**config.mk**
```make
export PLATFORM = sky130hd
export DESIGN_NAME = div_seq
export DESIGN_NICKNAME = d
export VERILOG_FILES = /design/src/rtl/div_seq.sv
export SDC_FILE = /design/constraint.sdc
export NUM_CORES = 1
export LEC_CHECK = 0
export ABC_AREA = 1
export BUFFER_PORTS_ARGS = -buffer_cell sky130_fd_sc_hd__buf_2
export CELL_PAD_IN_SITES_DETAIL_PLACEMENT = 2
export CELL_PAD_IN_SITES_GLOBAL_PLACEMENT = 2
export CORE_MARGIN = 4
export CORE_UTILIZATION = 32
export CTS_CLUSTER_DIAMETER = 100
export DETAILED_ROUTE_END_ITERATION = 8
export PLACE_DENSITY = 0.8
export SLEW_MARGIN = 5
export SYNTH_ARGS = -nofsm -noshare
export SYNTH_HDL_FRONTEND = slang
export SYNTH_SLANG_ARGS = --single-unit
```
**constraint.sdc**
```tcl
create_clock -name clk -period 4.5 [get_ports clk]
set_input_delay 0.225 -clock clk [delete_from_list [all_inputs] [get_ports clk]]
set_output_delay 0.225 -clock clk [all_outputs]
set_load 0.02 [all_outputs]
```
**src/rtl/div_seq.sv**
```systemverilog
// Sequential 32-bit restoring divider (DIV/DIVU), one quotient bit per cycle.
// Define DIV_ZERO_FAST_EN for a two-cycle divide-by-zero path through ZERO.
module div_seq (
  input  logic        clk,
  input  logic        rst,
  input  logic        start,
  input  logic        signed_div,
  input  logic [31:0] a,
  input  logic [31:0] b,
  input  logic        annul,
  output logic        stall_req,
  output logic        busy,
  output logic        ready,
  output logic [63:0] result
);

  typedef enum logic [1:0] {
    IDLE,
    ZERO,
    ON,
    END
  } state_t;

  state_t      r_state;
  state_t      w_next;

  logic [31:0] r_quo;
  logic [31:0] r_rem;
  logic [31:0] r_dvs;
  logic [31:0] r_a;
  logic [4:0]  r_cnt;
  logic        r_negq;
  logic        r_negr;
  logic        r_busy;
  logic        r_ready;
  logic [63:0] r_result;

  logic        w_accept;
  logic        w_last;
  logic [32:0] w_shift;
  logic        w_ge;
  logic [31:0] w_rem_n;
  logic [31:0] w_quo_n;
  logic [31:0] w_abs_a;
  logic [31:0] w_abs_b;
  logic [31:0] w_q_fix;
  logic [31:0] w_r_fix;

  assign w_accept = (r_state == IDLE)
                  & start & ~annul;
  assign w_last   = (r_cnt == 5'd31);

  // Partial remainder stays below the divisor, so 33 bits hold the shift.
  assign w_shift = {r_rem, r_quo[31]};
  assign w_ge    = (w_shift >= {1'b0, r_dvs});
  assign w_rem_n = w_ge ? (w_shift[31:0] - r_dvs)
                        : w_shift[31:0];
  assign w_quo_n = {r_quo[30:0], w_ge};

  assign w_abs_a = (signed_div & a[31]) ? (~a + 32'd1) : a;
  assign w_abs_b = (signed_div & b[31]) ? (~b + 32'd1) : b;
  assign w_q_fix = r_negq ? (~w_quo_n + 32'd1) : w_quo_n;
  assign w_r_fix = r_negr ? (~w_rem_n + 32'd1) : w_rem_n;

  always_comb begin
    w_next = r_state;
    unique case (r_state)
      IDLE: begin
        if (w_accept) begin
`ifdef DIV_ZERO_FAST_EN
          w_next = (b == 32'd0) ? ZERO : ON;
`else
          w_next = ON;
`endif
        end
      end
      ZERO: w_next = annul ? IDLE : END;
      ON: begin
        if (annul)       w_next = IDLE;
        else if (w_last) w_next = END;
      end
      END:  w_next = IDLE;
      default: w_next = IDLE;
    endcase
  end

  assign stall_req = ~rst & (w_accept
                   | (r_state == ZERO)
                   | (r_state == ON));
  assign busy      = r_busy;
  assign ready     = r_ready;
  assign result    = r_result;

  always_ff @(posedge clk) begin
    if (rst) r_state <= IDLE;
    else     r_state <= w_next;
  end

  always_ff @(posedge clk) begin
    if (rst) begin
      r_busy   <= 1'b0;
      r_ready  <= 1'b0;
      r_result <= 64'h0;
      r_quo    <= 32'h0;
      r_rem    <= 32'h0;
      r_dvs    <= 32'h0;
      r_a      <= 32'h0;
      r_cnt    <= 5'd0;
      r_negq   <= 1'b0;
      r_negr   <= 1'b0;
    end else begin
      r_busy  <= (w_next != IDLE);
      r_ready <= (w_next == END);
      if (w_accept) begin
        r_a    <= a;
        r_quo  <= w_abs_a;
        r_rem  <= 32'h0;
        r_dvs  <= w_abs_b;
        r_negq <= signed_div & (a[31] ^ b[31]);
        r_negr <= signed_div & a[31];
        r_cnt  <= 5'd0;
      end else if (r_state == ON) begin
        r_quo <= w_quo_n;
        r_rem <= w_rem_n;
        r_cnt <= r_cnt + 5'd1;
        if (w_last && !annul)
          r_result <= {w_r_fix, w_q_fix};
      end
      if (r_state == ZERO && !annul)
        r_result <= {r_a, 32'hFFFF_FFFF};
    end
  end

endmodule

```
==> results of run 1 <==
[cell usage in the layout, fill, tap and decap left out, types with 6 or more instances in the layout]
master / count
buf_2: 135
o21ai_0: 180
or2_2: 8
nor3_2: 6
clkbuf_16: 27
nor2_2: 8
nor4_1: 11
nor2_1: 234
o22ai_1: 19
buf_4: 23
ha_1: 38
nand2_2: 19
nand2_1: 519
dfxtp_1: 203
nand4_1: 21
inv_2: 13
nor3_1: 35
o21bai_1: 7
nand3_1: 131
nand3b_1: 10
o21ai_1: 14
dlygate4sd3_1: 20
xor2_1: 37
o221ai_1: 8
clkbuf_8: 7
a21oi_1: 171
a31oi_1: 24
xnor2_1: 17
o211ai_1: 37
a211oi_1: 9
inv_1: 299
[power by group]
| group | total (uW) | leakage [uW] | internal, uW | switching, uW |
|---|---|---|---|---|
| combinational | 2310 | 0.00580 | 636 | 1680 |
| clock | 2320 | 0.000461 | 1390 | 925 |
| sequential | 1960 | 0.00166 | 1880 | 83.2 |
| total | 6590 | 0.00791 | 3900 | 2690 |
[cell families (layout without fill, tap and decap cells)]
kind of cell | Yosys count | count (layout) | synth area share [%]
other cells | 0 | 1 | 0
simple gates | 1020 | 1020 | 31.62
xor+xnor | 54 | 54 | 3.422
fa+ha+maj | 39 | 39 | 3.585
buf+inv | 409 | 543 | 11.49
compound gates | 497 | 497 | 20.48
flops | 203 | 203 | 29.41
[layout make-up]
cell class                 instances  area [sq um]  area share, %
multi-input combinational       1610          8233          50.77
sequential                       203          4064          25.06
timing repair buffer             180          1080          6.658
tap                              577         721.9          4.452
inverter                         314          1182          7.291
clock buffer                      39         790.8          4.876
antenna                            1         2.502        0.01543
clock inverter                    10         142.6         0.8796
[registers in the layout (all words and copies together), names as in the netlist]
name,count
r_dvs,32
r_negq,1
r_a,32
result,64
r_cnt,5
r_quo,32
r_state,2
r_negr,1
r_rem,32
ready,1
busy,1
[routing by layer]
layer	part of all wire (%)	GRT usage [%]	wire, um	vias to the layer above
li1	-	-	-	7515
met1	46	37.03	31080	8042
met2	48	49.69	32810	286
met3	3.4	2.813	2329	80
met4	2.3	6.678	1572	2
met5	0.019	0	13	-
[worst max-delay path: stages, from the launching register on]
cell	delay [ns]
dfxtp_1	0.34
inv_1	0.05
ha_1	0.39
nand2_1	0.15
nor2_1	0.30
nand2_1	0.16
nor2_2	0.15
nand2_1	0.08
nand2_2	0.09
a21oi_4	0.06
nand2_4	0.09
buf_6	0.41
nand2_1	0.14
nand2_2	0.16
ha_1	0.22
nand2_2	0.08
nor2_4	0.14
inv_1	0.06
nor2_1	0.14
nand3_1	0.11
nand2_2	0.19
nor2_1	0.06
o21ai_0	0.32
a21oi_1	0.11
[how the worst min path moves through the flow]
| stage | slack, ns | endpoint | depth (start not counted) |
|---|---|---|---|
| 2_1_floorplan | 0.33 | r_quo[15] | 1 |
| 3_3_place_gp | 0.45 | r_cnt[4] | 2 |
| 3_5_place_dp | 0.46 | result[56] | 2 |
| 4_1_cts | 0.002 | r_state[0] | 2 |
| 5_1_grt | 0.02 | r_negq | 3 |
| 6_report | 0.02 | r_a[8] | 3 |
[per-stage QoR]
stage	hold slack, ns	util (%)
2_1_floorplan	0.3336	-
3_3_place_gp	0.4525	35.46
3_5_place_dp	0.4601	35.46
4_1_cts	0.001691	38.18
5_1_grt	0.01981	38.32
6_report	0.01714	38.32
[repair_timing]
action	4_1_cts	5_1_grt
gates resized for setup	2	10
hold endpoints to repair	22	0
pin swaps	0	1
hold buffers	20	0
endpoints found under the setup margin	3	13
setup buffers	0	1
cloned	0	0
==> flow_summary.json, run 1 <==
{
  "max_slew.worst_pin.slew_ns": 1.147,
  "die_y_um": 215.8,
  "antenna_found_initial": 2,
  "synth-edff-count": 0,
  "nFillCells": 5200,
  "via_count": 15930,
  "synth.most_common_cell": "nand2_1",
  "cp-start-kind": "flop",
  "worst_setup_path_end_kind": "flop",
  "numPortBuffers": 135,
  "period_needed_ns": 4.186,
  "ys_seq_area_share_pct": 29.41,
  "cts.htree.levels": 1,
  "io_pins": 136,
  "grt_max_degree": 71,
  "clk_path_buf_depth": 3,
  "grt-ovfl-total": 0,
  "dp_hpwl_um": 50460,
  "status": "finished clean",
  "wl_per_cell_um": 23.11,
  "ys_ff_latch": 203,
  "maxCapViolations": 0,
  "synthCells": 2222,
  "startpoint": "r_dvs[20]",
  "final.setup.worst_slack_ns": 0.3140,
  "worstPathMaxFanout": 48,
  "setup_tns_ns": 0,
  "fin_nets": 2444,
  "clkTransAtPathRegs_ns": 0.06,
  "crit_end": "result[48]",
  "syn_area_sq_um": 13820,
  "drt-initial-drc-count": 869,
  "gr-usage-all-layers_pct": 28.16,
  "wirelength_um": 67810,
  "maxSlewViolCount": 0,
  "cts_tree": "done",
  "netlist_top_cells_count": "520 x nand2_1, 303 x inv_1, 234 x nor2_1",
  "timing.fmax_ghz": 0.2389,
  "dpl-instance-area_sq_um": 15010,
  "fin_crit_sh_pct": 93.02,
  "dp.cells": 2863,
  "drive_gt1_share_pct": 11.93,
  "syn_nets": 2330,
  "place_congestion": 0.9691,
  "async_flop_share_pct": 0,
  "grt_pass1_vias": 17360,
  "yosysWarnings": 0,
  "die_x_um": 215.8,
  "avgSynthCellArea_sq_um": 6.219,
  "rr_startpoint": "r_dvs[20]",
  "skew_ns": 0.01920,
  "netlist.area_leader.share_pct": 29.41,
  "insertion_delay_ns": 0.58,
  "hold_violations": 0,
  "fp.dieArea_sq_um": 46570,
  "core_sq_um": 42320,
  "power_uw": 6590,
  "cts_buffers": 27,
  "worstHoldStart": "a[8]",
  "yosys.area.top_type": "dfxtp_1",
  "synth_area_leaders": "dfxtp_1 29%, nand2_1 14%, inv_1 8.2%",
  "postRouteAntennaNets": 0,
  "critical_path_required_ns": 4.92,
  "crit_arrival_ns": 4.61,
  "yosysUniqueCellTypes": 59,
  "finalInstanceArea_sq_um": 16220,
  "preCtsSetupSlack_ns": -0.02527,
  "r2r_end": "result[48]",
  "reg2regPathDepth": 23,
  "cts.sinks": 203,
  "ir_drop_uv": 275.0,
  "finalSetupViolCount": 0,
  "p_leak_uw": 0.007914,
  "relSlewSlack_pct": 23.27,
  "cts-root-buf": "clkbuf_16",
  "grt_pass1_wl_um": 104000,
  "synth_ff_type": "dfxtp_1",
  "initial_core_util_pct": 32.65,
  "rrSetupSlack_ns": 0.31,
  "drc_errors": 0,
  "p_per_area_nw_per_um2": 406.4,
  "avgViaCountPerCell": 5.428,
  "instances_no_fill": 2934,
  "hp-class": "input port to flop",
  "setup.worst_path.class": "flop to flop",
  "area_growth_pct": 17.35,
  "drt_first_pass_iters": 5,
  "num_rows": 75
}
Note: power is estimated with default switching activity, not from simulation.
==> inputs of run 2 (changes only) <==
- CORE_MARGIN: 4 -> 8
- REMOVE_ABC_BUFFERS: not set -> 1
- SLEW_MARGIN: 5 -> 25
==> flow_summary.json, run 2 (synthesized netlist as in run 1, its figures left out) <==
{
  "status": "finished clean",
  "drt_first_pass_iters": 5,
  "critical_path_required_ns": 4.99,
  "max_slew.worst_pin.slew_ns": 0.7860,
  "grt_pass1_vias": 17270,
  "cp-start-kind": "flop",
  "dp_hpwl_um": 45720,
  "nFillCells": 5308,
  "area_growth_pct": 17.72,
  "instances_no_fill": 2952,
  "drc_errors": 0,
  "largest_register_ffs": 64,
  "ir_drop_uv": 302.2,
  "fin_crit_sh_pct": 91.93,
  "insertion_delay_ns": 0.56,
  "via_count": 15450,
  "cts_tree": "done",
  "finalSetupViolCount": 0,
  "die_y_um": 223.8,
  "setup_tns_ns": 0,
  "wl_per_cell_um": 19.79,
  "numPortBuffers": 135,
  "p_leak_uw": 0.007959,
  "clk_path_buf_depth": 3,
  "hold_violations": 0,
  "fin_nets": 2458,
  "dp.cells": 2880,
  "wirelength_um": 58410,
  "drive_gt1_share_pct": 12.00,
  "gr-usage-all-layers_pct": 22.86,
  "cts.sinks": 203,
  "layout_commonest_cell": "nand2_1",
  "hp-class": "input port to flop",
  "antenna_cells": 0,
  "fp.dieArea_sq_um": 50090,
  "cts_buffers": 27,
  "setup.worst_path.class": "flop to flop",
  "antenna_found_initial": 0,
  "p_per_area_nw_per_um2": 389.0,
  "io_pins": 136,
  "maxCapViolations": 0,
  "post_cts_buffers": 0,
  "place_congestion": 0.8899,
  "relSlewSlack_pct": 47.53,
  "worstPathMaxFanout": 5,
  "crit_arrival_ns": 4.63,
  "period_needed_ns": 4.137,
  "cts.htree.levels": 1,
  "grt_pass1_wl_um": 92840,
  "maxSlewViolCount": 0,
  "postRouteAntennaNets": 0,
  "core_sq_um": 42890,
  "worst_setup_path_end_kind": "flop",
  "drt-initial-drc-count": 556,
  "skew_ns": 0.01235,
  "cts-root-buf": "clkbuf_16",
  "final_cell_mix": "520 x nand2_1, 300 x inv_1, 234 x nor2_1",
  "timing.fmax_ghz": 0.2417,
  "grt-ovfl-total": 0,
  "avgViaCountPerCell": 5.233,
  "clkTransAtPathRegs_ns": 0.06,
  "rsz0062_at_grt": "false",
  "initial_core_util_pct": 32.22,
  "grt_max_degree": 67,
  "num_rows": 76,
  "die_x_um": 223.8
}
## run 2: cell types whose count changed in the layout (fill, tap and decap cells not counted), moves of 2 or more
cell and delta:
dlygate4sd3_1 +6, buf_4 +10, clkbuf_1 -2, clkbuf_8 -3
nand3_1 +2
## run 2: path summary, 6_finish.rpt
check	start	endpoint	slack, ns	cells past startpoint
worst max-delay path	r_rem[19]	result[30]	0.36	26
worst min-delay path	signed_div	r_negq	0.02	3
worst max register to register	r_rem[19]	result[30]	0.36	26
worst min register to register	result[33]	result[33]	0.46	2
## run 2: worst max-delay path, stage by stage (launching register included)
cell and delay [ns]:
dfxtp_1 0.36, ha_1 0.38, a21oi_1 0.28, nand2_1 0.14, nand2_1 0.08, nand2_1 0.07, nand2_1 0.07, nand2_1 0.08
a21oi_4 0.19, nand2_4 0.07, inv_1 0.19, ha_1 0.22, inv_1 0.07, nor3_2 0.20, nand3_2 0.16, nor3_4 0.17
nand3_1 0.16, nor4_2 0.17, buf_4 0.18, nand3_1 0.12, nand2_1 0.12, o21ai_1 0.11, nor2_1 0.15, a21oi_1 0.08
o21ai_0 0.09, o211ai_1 0.11, inv_1 0.07
## run 2: metrics by stage
stage	instance area (sq um)	util, %	power [uW]	worst slack [ns]	hold WS [ns]
finish	16270	37.93	6329	0.3631	0.02328
global route	16270	37.93	6719	0.0009637	0.02159
CTS	16240	37.88	6398	0.06258	0.001104
detailed placement	15070	35.15	4090	-0.02994	0.4590
global placement	15070	35.15	3994	0.08327	0.4490
floorplan	13410	-	3368	-3.259	0.2874
## run 2: cell type report
cell class,instances,area (sq um),area share (%)
well taps,585,732.0,4.499
clock buffers,34,742.0,4.561
flip-flops and latches,203,4068,25.00
repair buffers,194,1184,7.276
clock inverters,12,166.4,1.023
inverters,314,1179,7.245
multi-input cells,1610,8198,50.39
## run 2: report_power, final
part / leakage (uW) / switching (uW) / internal (uW) / total, uW
clock network: 0.000450 / 864 / 1380 / 2250
registers: 0.00166 / 75.6 / 1880 / 1950
logic: 0.00585 / 1500 / 634 / 2130
## run 2: timing repair
action,4_1_cts,5_1_grt
gates resized for setup,1,5
pin swaps,0,0
endpoints found under the setup margin,3,5
hold buffers,26,0
gates cloned,0,0
hold endpoints to repair,28,0
## run 2: metal layers
layer / part of all wire [%] / wire, um / track usage, %
met1: 43 / 25250 / 26.87
met5: 0 / 0 / 0
met3: 3.0 / 1764 / 2.590
met2: 50 / 29140 / 41.83
met4: 3.9 / 2253 / 9.261
